$ cat config.mk
export PLATFORM = sky130hd
export DESIGN_NAME = id_stage_pipe
export DESIGN_NICKNAME = d
export VERILOG_FILES = /design/src/rtl/id_stage_pipe.sv
export SDC_FILE = /design/constraint.sdc
export NUM_CORES = 2
export LEC_CHECK = 0
export ABC_CLOCK_PERIOD_IN_PS = 6700
export CAP_MARGIN = 20
export CORE_MARGIN = 8
export CORE_UTILIZATION = 60
export CTS_CLUSTER_DIAMETER = 30
export DETAILED_ROUTE_END_ITERATION = 8
export MAX_ROUTING_LAYER = met4
export PLACE_DENSITY_LB_ADDON = 0.25
export SYNTH_ARGS = -nofsm -noshare
export SYNTH_HDL_FRONTEND = slang
export SYNTH_SLANG_ARGS = --single-unit
$ cat constraint.sdc
create_clock -name clk -period 6.7 [get_ports clk]
set_clock_uncertainty 0.15 [all_clocks]
set_input_delay 1.675 -clock clk [delete_from_list [all_inputs] [get_ports clk]]
set_output_delay 1.675 -clock clk [all_outputs]
set_load 0.01 [all_outputs]
$ cat src/rtl/id_stage_pipe.sv
// Decode stage: controller, NREG x XLEN register file, RAW hazard detection and the ID/EX register.
// Optional macro ID_WB_BYPASS_EN forwards a same-cycle WB write into the operand read.

module controller (
  input  logic [5:0] opcode,
  output logic [3:0] exe_cmd,
  output logic [1:0] branch_type,
  output logic       mem_r_en,
  output logic       mem_w_en,
  output logic       wb_en,
  output logic       is_immediate,
  output logic       is_single_src,
  output logic       is_bne
);
  localparam logic [3:0] CMD_ADD = 4'd1, CMD_SUB = 4'd2, CMD_AND = 4'd3, CMD_OR  = 4'd4,
                         CMD_NOR = 4'd5, CMD_XOR = 4'd6, CMD_SLL = 4'd7, CMD_SRL = 4'd8;

  always_comb begin
    exe_cmd       = 4'd0;
    branch_type   = 2'd0;
    mem_r_en      = 1'b0;
    mem_w_en      = 1'b0;
    wb_en         = 1'b0;
    is_immediate  = 1'b0;
    is_single_src = 1'b1;
    is_bne        = 1'b0;
    case (opcode)
      6'd1:  begin exe_cmd = CMD_ADD; wb_en = 1'b1; is_single_src = 1'b0; end
      6'd3:  begin exe_cmd = CMD_SUB; wb_en = 1'b1; is_single_src = 1'b0; end
      6'd5:  begin exe_cmd = CMD_AND; wb_en = 1'b1; is_single_src = 1'b0; end
      6'd6:  begin exe_cmd = CMD_OR;  wb_en = 1'b1; is_single_src = 1'b0; end
      6'd7:  begin exe_cmd = CMD_NOR; wb_en = 1'b1; is_single_src = 1'b0; end
      6'd8:  begin exe_cmd = CMD_XOR; wb_en = 1'b1; is_single_src = 1'b0; end
      6'd9:  begin exe_cmd = CMD_SLL; wb_en = 1'b1; is_single_src = 1'b0; end
      6'd10: begin exe_cmd = CMD_SRL; wb_en = 1'b1; is_single_src = 1'b0; end
      6'd32: begin exe_cmd = CMD_ADD; wb_en = 1'b1; is_immediate = 1'b1; end
      6'd33: begin exe_cmd = CMD_SUB; wb_en = 1'b1; is_immediate = 1'b1; end
      6'd36: begin exe_cmd = CMD_ADD; mem_r_en = 1'b1; wb_en = 1'b1; is_immediate = 1'b1; end
      6'd37: begin exe_cmd = CMD_ADD; mem_w_en = 1'b1; is_immediate = 1'b1; end
      6'd40: begin branch_type = 2'd1; is_immediate = 1'b1; end
      6'd41: begin branch_type = 2'd2; is_immediate = 1'b1; is_bne = 1'b1; end
      6'd42: begin branch_type = 2'd3; is_immediate = 1'b1; end
      default: ;
    endcase
  end
endmodule

// in_valid qualifies Instruction; out_valid qualifies ID/EX contents. stall_out holds PC and IF/ID,
// freeze_in holds ID/EX; neither side ever drops a qualified instruction.
module id_stage_pipe #(
  parameter int XLEN   = 32,
  parameter int NREG   = 32,
  parameter int FWD_EN = 0
) (
  input  logic            clk,
  input  logic            rst,
  input  logic            in_valid,
  input  logic [31:0]     Instruction,
  input  logic            freeze_in,
  input  logic            flush,
  input  logic            WB_Write_Enable,
  input  logic [4:0]      WB_Dest,
  input  logic [XLEN-1:0] WB_Data,
  input  logic [4:0]      EXE_Dest,
  input  logic [4:0]      MEM_Dest,
  input  logic            EXE_WB_EN,
  input  logic            MEM_WB_EN,
  input  logic            EXE_MEM_R_EN,
  output logic            stall_out,
  output logic            out_valid,
  output logic [4:0]      Dest,
  output logic [XLEN-1:0] Val1,
  output logic [XLEN-1:0] Val2,
  output logic [XLEN-1:0] Reg2,
  output logic [3:0]      EXE_CMD,
  output logic [1:0]      Branch_Type,
  output logic            MEM_R_EN,
  output logic            MEM_W_EN,
  output logic            WB_EN,
  output logic            is_single_src,
  output logic            is_BNE,
  output logic [15:0]     hazard_cnt
);
  localparam int AW = $clog2(NREG);

  logic [3:0] d_cmd;
  logic [1:0] d_br;
  logic       d_mr, d_mw, d_wb, d_imm, d_ss, d_bne;

  controller u_ctrl (
    .opcode(Instruction[31:26]), .exe_cmd(d_cmd), .branch_type(d_br), .mem_r_en(d_mr),
    .mem_w_en(d_mw), .wb_en(d_wb), .is_immediate(d_imm), .is_single_src(d_ss), .is_bne(d_bne)
  );

  logic [4:0]      src1, src2;
  logic [AW-1:0]   src1_idx, src2_idx, wb_idx;
  logic [XLEN-1:0] rf [NREG];
  logic [XLEN-1:0] rd1, rd2, imm_ext;

  assign src1     = Instruction[25:21];
  assign src2     = Instruction[20:16];
  assign src1_idx = src1[AW-1:0];
  assign src2_idx = src2[AW-1:0];
  assign wb_idx   = WB_Dest[AW-1:0];
  assign imm_ext  = XLEN'($signed(Instruction[15:0]));

  always_ff @(posedge clk or negedge rst) begin
    if (!rst) begin
      for (int i = 0; i < NREG; i++) rf[i] <= '0;
    end else if (WB_Write_Enable && WB_Dest != 5'd0) begin
      rf[wb_idx] <= WB_Data;
    end
  end

  always_comb begin
    rd1 = (src1_idx == '0) ? '0 : rf[src1_idx];
    rd2 = (src2_idx == '0) ? '0 : rf[src2_idx];
`ifdef ID_WB_BYPASS_EN
    if (WB_Write_Enable && WB_Dest != 5'd0) begin
      if (src1_idx != '0 && wb_idx == src1_idx) rd1 = WB_Data;
      if (src2_idx != '0 && wb_idx == src2_idx) rd2 = WB_Data;
    end
`endif
  end

  // Stores and BNE are single-source immediates that still read src2.
  logic uses2, exe_hit, mem_hit, hazard_raw, hazard;
  assign uses2   = !d_ss | d_mw | d_bne;
  assign exe_hit = (EXE_Dest != 5'd0) && (EXE_Dest == src1 || (uses2 && EXE_Dest == src2));
  assign mem_hit = (MEM_Dest != 5'd0) && (MEM_Dest == src1 || (uses2 && MEM_Dest == src2));
  assign hazard_raw = (FWD_EN != 0) ? (EXE_MEM_R_EN & exe_hit)
                                    : ((EXE_WB_EN & exe_hit) | (MEM_WB_EN & mem_hit));
  assign hazard    = rst & in_valid & hazard_raw;
  assign stall_out = rst & (hazard | freeze_in);

  always_ff @(posedge clk or negedge rst) begin
    if (!rst) begin
      out_valid     <= 1'b0;
      EXE_CMD       <= '0;
      Branch_Type   <= '0;
      MEM_R_EN      <= 1'b0;
      MEM_W_EN      <= 1'b0;
      WB_EN         <= 1'b0;
      is_single_src <= 1'b0;
      is_BNE        <= 1'b0;
      Dest          <= '0;
      Val1          <= '0;
      Val2          <= '0;
      Reg2          <= '0;
      hazard_cnt    <= '0;
    end else begin
      if (flush || (!freeze_in && hazard)) begin
        out_valid     <= 1'b0;
        EXE_CMD       <= '0;
        Branch_Type   <= '0;
        MEM_R_EN      <= 1'b0;
        MEM_W_EN      <= 1'b0;
        WB_EN         <= 1'b0;
        is_single_src <= 1'b0;
        is_BNE        <= 1'b0;
      end else if (!freeze_in) begin
        out_valid     <= in_valid;
        EXE_CMD       <= in_valid ? d_cmd : 4'd0;
        Branch_Type   <= in_valid ? d_br  : 2'd0;
        MEM_R_EN      <= in_valid & d_mr;
        MEM_W_EN      <= in_valid & d_mw;
        WB_EN         <= in_valid & d_wb;
        is_single_src <= in_valid & d_ss;
        is_BNE        <= in_valid & d_bne;
      end
      // Data fields are don't-care behind a bubble, so only freeze has to hold them.
      if (!freeze_in) begin
        Dest <= d_imm ? Instruction[20:16] : Instruction[15:11];
        Val1 <= rd1;
        Val2 <= d_imm ? imm_ext : rd2;
        Reg2 <= rd2;
      end
      if (!flush && !freeze_in && hazard && hazard_cnt != 16'hFFFF)
        hazard_cnt <= hazard_cnt + 16'd1;
    end
  end
endmodule

; Yosys cells after proc, flatten, opt, wreduce, memory -nomap -nowiden
; Index checks and enable logic that the tools add are counted.
[totals]
reg_bits = 1153
in_bits = 88
output_inout_bits = 130
[op_classes]
addsub = 1
n_lt_le_gt_ge = 4
eq_ne = 21
mux = 39
n_bitwise = 17
n_reduce_logical = 25
[ops]
columns = op, n
row1 = 1024-bit bitwise mux, 1
row2 = 32-bit binary-select mux with 5-bit select, 2
row3 = 32-bit 2-to-1 mux, 8
row4 = 32-bit demux with 5-bit select, 1
row5 = "6-bit == test, second input constant", 7
row6 = 4-bit one-hot mux with 8 select lines, 1
row7 = 5-bit == test, 4
row8 = "6-bit by 3-bit == test with 1-bit output, second input constant", 3
row9 = "6-bit by 4-bit == test with 1-bit output, second input constant", 3
row10 = "6-bit greater-or-equal comparator, second input constant", 3
row11 = 1-bit 2-to-1 mux, 18
row12 = 5-bit inverter with 6-bit output, 3
row13 = "16-bit by 1-bit adder with 16-bit output, second input constant", 1
row14 = "16-bit != test, second input constant", 1
row15 = 5-bit nonzero test, 3
row16 = 4-bit 2-to-1 mux, 3
row17 = 11-bit OR reduction, 1
row18 = 1-bit bitwise AND, 10
row19 = 1-bit logical AND, 10
row20 = 5-bit zero test, 2
row21 = 8-bit OR reduction, 1
row22 = 7-bit OR reduction, 1
row23 = "6-bit by 1-bit == test with 1-bit output, second input constant", 1
row24 = "6-bit by 2-bit == test with 1-bit output, second input constant", 1
row25 = 10 further kinds, 18

; Depth between registers and ports, before layout
[logic_depth]
depth_word = 13
mapped_depth = 11

; Cells and area by module
; A second synthesis with hierarchy kept.
[unflattened]
cells_unflattened = 4158
hier_area_um2 = 59769.8
[by_module_without_submodules]
columns = mod, instances, cells_each, area_per_inst_um2
row1 = id_stage_pipe, 1, 4120, 59509.6
row2 = controller, 1, 38, 260.2

; Worst setup path before layout
; No wires, ideal clock.
[synth_path]
kind = input port to output port
startpoint = input Instruction[28]
endpoint = output stall_out
arrival_ns = 3.177
setup_slack_ns = 1.698
cell_stages = 8
path_buffers = 1
path_cell_list = buf_2 > nand2b_1 > o31ai_1 > a21oi_1 > o31a_1 > o22ai_2 > a21oi_1 > nor2b_1
[synth_between]
elab_chain_cells = 12
[synth_lines]
columns = item, line_no
row1 = "start, declared", 58  ; input logic [31:0] Instruction,
row2 = "6-bit by 1-bit == test with 1-bit output, or another cell as far along", 27  ; case (opcode)
row3 = 8-bit OR reduction (no line) / 1-bit 2-to-1 mux (equally long branches), -
row4 = 1-bit OR, 128  ; assign uses2 = !d_ss | d_mw | d_bne;
row5 = 1-bit OR (*), 128
row6 = 1-bit logical AND (on tied branches), "129, 130"
row7 = 1-bit logical OR (on tied branches), "129, 130"
row8 = 1-bit logical AND (on tied branches), "129, 130"
row9 = 1-bit bitwise AND, 132  ; : ((EXE_WB_EN & exe_hit) | (MEM_WB_EN & mem_hit));
row10 = 1-bit OR (*), 132
row11 = 1-bit bitwise AND (*), 133  ; assign hazard = rst & in_valid & hazard_raw;
row12 = 1-bit OR (*), 134  ; assign stall_out = rst & (hazard | freeze_in);
row13 = 1-bit bitwise AND (*), 134
row14 = "end, declared", 69  ; output logic stall_out,
; Every way passes the cells marked *; elsewhere a longest branch is shown, timed or not.

; Worst setup path after layout
; Same ends and word-level chain as after synthesis.

==> out/summary.txt <==
Worst Hold Depth: 0
Ys Warns: 0
Post-DP HPWL: 105000 µm
Worst EP arrival: 4170 ps
Share of post-route cells with drive strength above 1: 46.9%
Area Overhead vs Synth: 19.4%
Fin nets: 4326
Tightest Pin Transition: 1230 ps
Via density: 7.06
FF/Latch Area: 28900 µm²
Worst r2r src: rf[269]
Max stage delay on crit path: 620 ps
Synthesized area: 59700 µm²
Vias in the first global route: 42229
DRC violations left: 0
Critical path's slowest cell: clkdlybuf4s50_1
Footprint of the multi-input gates: 29300 µm²
Vias: 40538
Gate count of the mapped netlist: 4132
Initial Util: 60.6%
Worst R2R End: Val2[13]
Final period util: 89.5%
Fillers: 6139
Crit Path Category: input port to primary output
Achievable Freq: 167 MHz
Async set or reset register ratio after synthesis: 100%
Die width: 332 µm
Worst Hold Launch: rf[997]
GR Util All Layers: 33.9%
DRT Wirelength: 182000 µm
Max IR drop VDD: 0.260 mV
Grt ovf: 0
Die Area: 110000 µm²
Syn Nets: 4221
Synth top area cells: dfrtp_1 (48%), mux2_2 (20%), mux4_2 (17%), mux2i_1 (3.3%), clkbuf_1 (2.0%)
Setup TNS: 0 ps
CTS max path bufs: 3
Path type of the worst min-delay path: register to register
#FFs+latches synth: 1153
Ports: 218
Largest net degree at the start of global routing: 171
Status: finished, final reports clean
Cells on worst reg2reg path: 5
Initial antenna violation count: 11
Ys flop type: dfrtp_1
Postcts setup bufs: 0
Global-route wire length before repair: 275000 µm
Clock sink total: 1153
Worst-path clk slew: 40 ps
PD cells: 359 nW/µm²
I/O Buffers: 216
Row Count: 115
Final Hold Vio Count: 0
Slew Viols, Final: 0
GP Congestion: 0.836
Worst-Skew Late Latency: 820 ps
R2R setup slack: 4030 ps
Sequential fraction of the synthesis area: 48.3%
EDFF count, synth: 0
CP endpoint kind: primary output
Count of cell types in the netlist: 56
Worst Path Required: 4880 ps
H-tree depth: 4
Post_cts resized: 0
Post-DRT Antenna Nets: 0
Final total power: 25.6 mW
Unrepaired setup endpoints after global routing: false
Synth top area share: 48.3%
Critical Path Fanout Max: 10
Top delay family on crit path: buffers and inverters
TritonCTS buffer count: 230
Hold Buf Count CTS: 0
Wire per inst: 31.8 µm
Crit path launch type: input port
Fin crit period: 6000 ps
Min-Delay Endpoint: rf[997]
CTS tree: built
Die height: 332 µm
Yosys top cell by area: dfrtp_1
Pre-Repair DR Iteration Count: 7
Tightest slew margin relative to the limit: 18.1%
Worst-path cell chain: clkdlybuf4s50_1 > nand2b_1 > o31ai_1 > a21oi_1 > o31a_1 > o22ai_2 > a21oi_1 > nor2b_1 > clkdlybuf4s50_1
DR iter-0 viols: 4582
# setup viols final: 0
Core ar.: 98600 µm²
Clock root buffer: clkbuf_16
Post-synthesis average cell area: 14.5 µm²
Worst path bufs/invs: 2
Max cap viols: 0
P_leak: 31.0 nW
==> sequential cells by signal (all words and copies together), names as in the netlist <==
register / cells
Branch_Type: 2
Dest: 5
EXE_CMD: 4
MEM_R_EN: 1
MEM_W_EN: 1
Reg2: 32
Val1: 32
Val2: 32
WB_EN: 1
hazard_cnt: 16
is_BNE: 1
is_single_src: 1
out_valid: 1
rf: 1024
==> worst max-delay path by stage <==
stage / endpoint / depth (start not counted) / slack (ps) / from
global placement: stall_out / 9 / 720 / Instruction[28]
detailed placement: stall_out / 9 / 710 / Instruction[28]
floorplan: stall_out / 8 / 1700 / Instruction[28]
finish: stall_out / 9 / 700 / Instruction[28]
CTS: stall_out / 9 / 700 / Instruction[28]
global route: stall_out / 9 / 500 / Instruction[28]
==> placed cells by master, fill, tap and decap left out, types with 17 or more instances in the layout <==
cell type / instances
a21oi_1: 148
inv_6: 25
clkdlybuf4s50_1: 206
nor3_1: 38
buf_4: 83
mux4_2: 458
a22o_1: 21
clkinv_2: 29
a211oi_1: 17
bufinv_16: 37
mux2i_1: 194
o31ai_1: 33
clkinvlp_4: 32
nor2_1: 19
o22ai_1: 65
a22oi_1: 39
nor2_4: 17
a21o_1: 33
a221o_1: 18
mux2_2: 1056
o21ai_0: 52
clkbuf_8: 24
clkbuf_16: 232
o21ai_1: 26
nand2_1: 122
xnor2_1: 25
o221ai_1: 32
clkbuf_1: 22
clkinv_4: 27
dfrtp_1: 1153
==> cell type report <==
class / count / share of cell area (%)
Clock inverter: 160 / 3.03
Tap cell: 1287 / 2.26
Multi-Input combinational cell: 2532 / 41.1
Clock buffer: 276 / 8.67
Timing Repair Buffer: 315 / 4.45
Inverter: 5 / 0.0281
Antenna cell: 10 / 0.0351
Sequential cell: 1153 / 40.5
==> power breakdown <==
part	switching (mW)	internal (mW)	total (mW)
sequential	1.01	8.28	9.28
combinational	1.70	2.47	4.17
clock	4.07	8.06	12.1
total	6.79	18.8	25.6
==> Yosys cell counts, types with 4 or more instances <==
master,n
o31ai_1,34
a21oi_1,148
nand2_1,138
nor3b_1,7
a211oi_1,17
a32o_1,6
nor3_1,39
a22oi_1,39
nand4_1,6
o21ai_0,52
buf_1,73
mux2i_1,194
a221o_1,18
nand3b_1,4
a21o_1,33
mux2_2,1056
a22o_1,21
o221ai_1,32
buf_6,9
and3_1,5
nor2b_1,9
xnor2_1,25
or2_2,4
and2_1,4
clkbuf_1,312
nand3_1,15
inv_1,5
buf_2,46
mux4_2,458
nor2_1,36
dfrtp_1,1153
o22ai_1,65
nand2b_1,4
o21ai_1,26
xor2_1,13
==> cells by family (layout without fill, tap and decap cells) <==
logic type,Yosys count,in the layout,share of synthesized area [%]
multiplexers,1709,1709,40.4
flip-flops,1153,1153,48.3
AO/OA/AOI/OAI,501,501,5.46
buffers and inverters,447,756,3.03
AND/OR/NAND/NOR,283,283,2.21
XOR/XNOR,38,38,0.557
adder cells (fa/ha/maj),1,1,0.0209
other,0,10,0
==> per-stage QoR <==
step	cell area, µm²	hold slack, ps	util (%)	setup WS, ps	instances
after floorplan	59700	292	-	1700	4132
after global placement	62800	227	63.7	722	5287
after detailed placement	62800	233	63.7	705	5287
after CTS	71200	244	72.2	705	5723
after global routing	71300	259	72.4	496	5738
final	71300	243	72.4	702	5738
==> metal layers <==
| layer | up-vias | wire (µm) | GRT usage (%) | share of wire [%] |
|---|---|---|---|---|
| li1 | 16206 | - | - | - |
| met1 | 21638 | 72600 | 45.5 | 40 |
| met2 | 2220 | 83900 | 49.4 | 46 |
| met3 | 474 | 19100 | 9.33 | 10 |
| met4 | 0 | 6700 | 13.2 | 3.7 |
| met5 | - | 0 | - | 0 |
No activity file was read; power rests on OpenSTA's default activity.
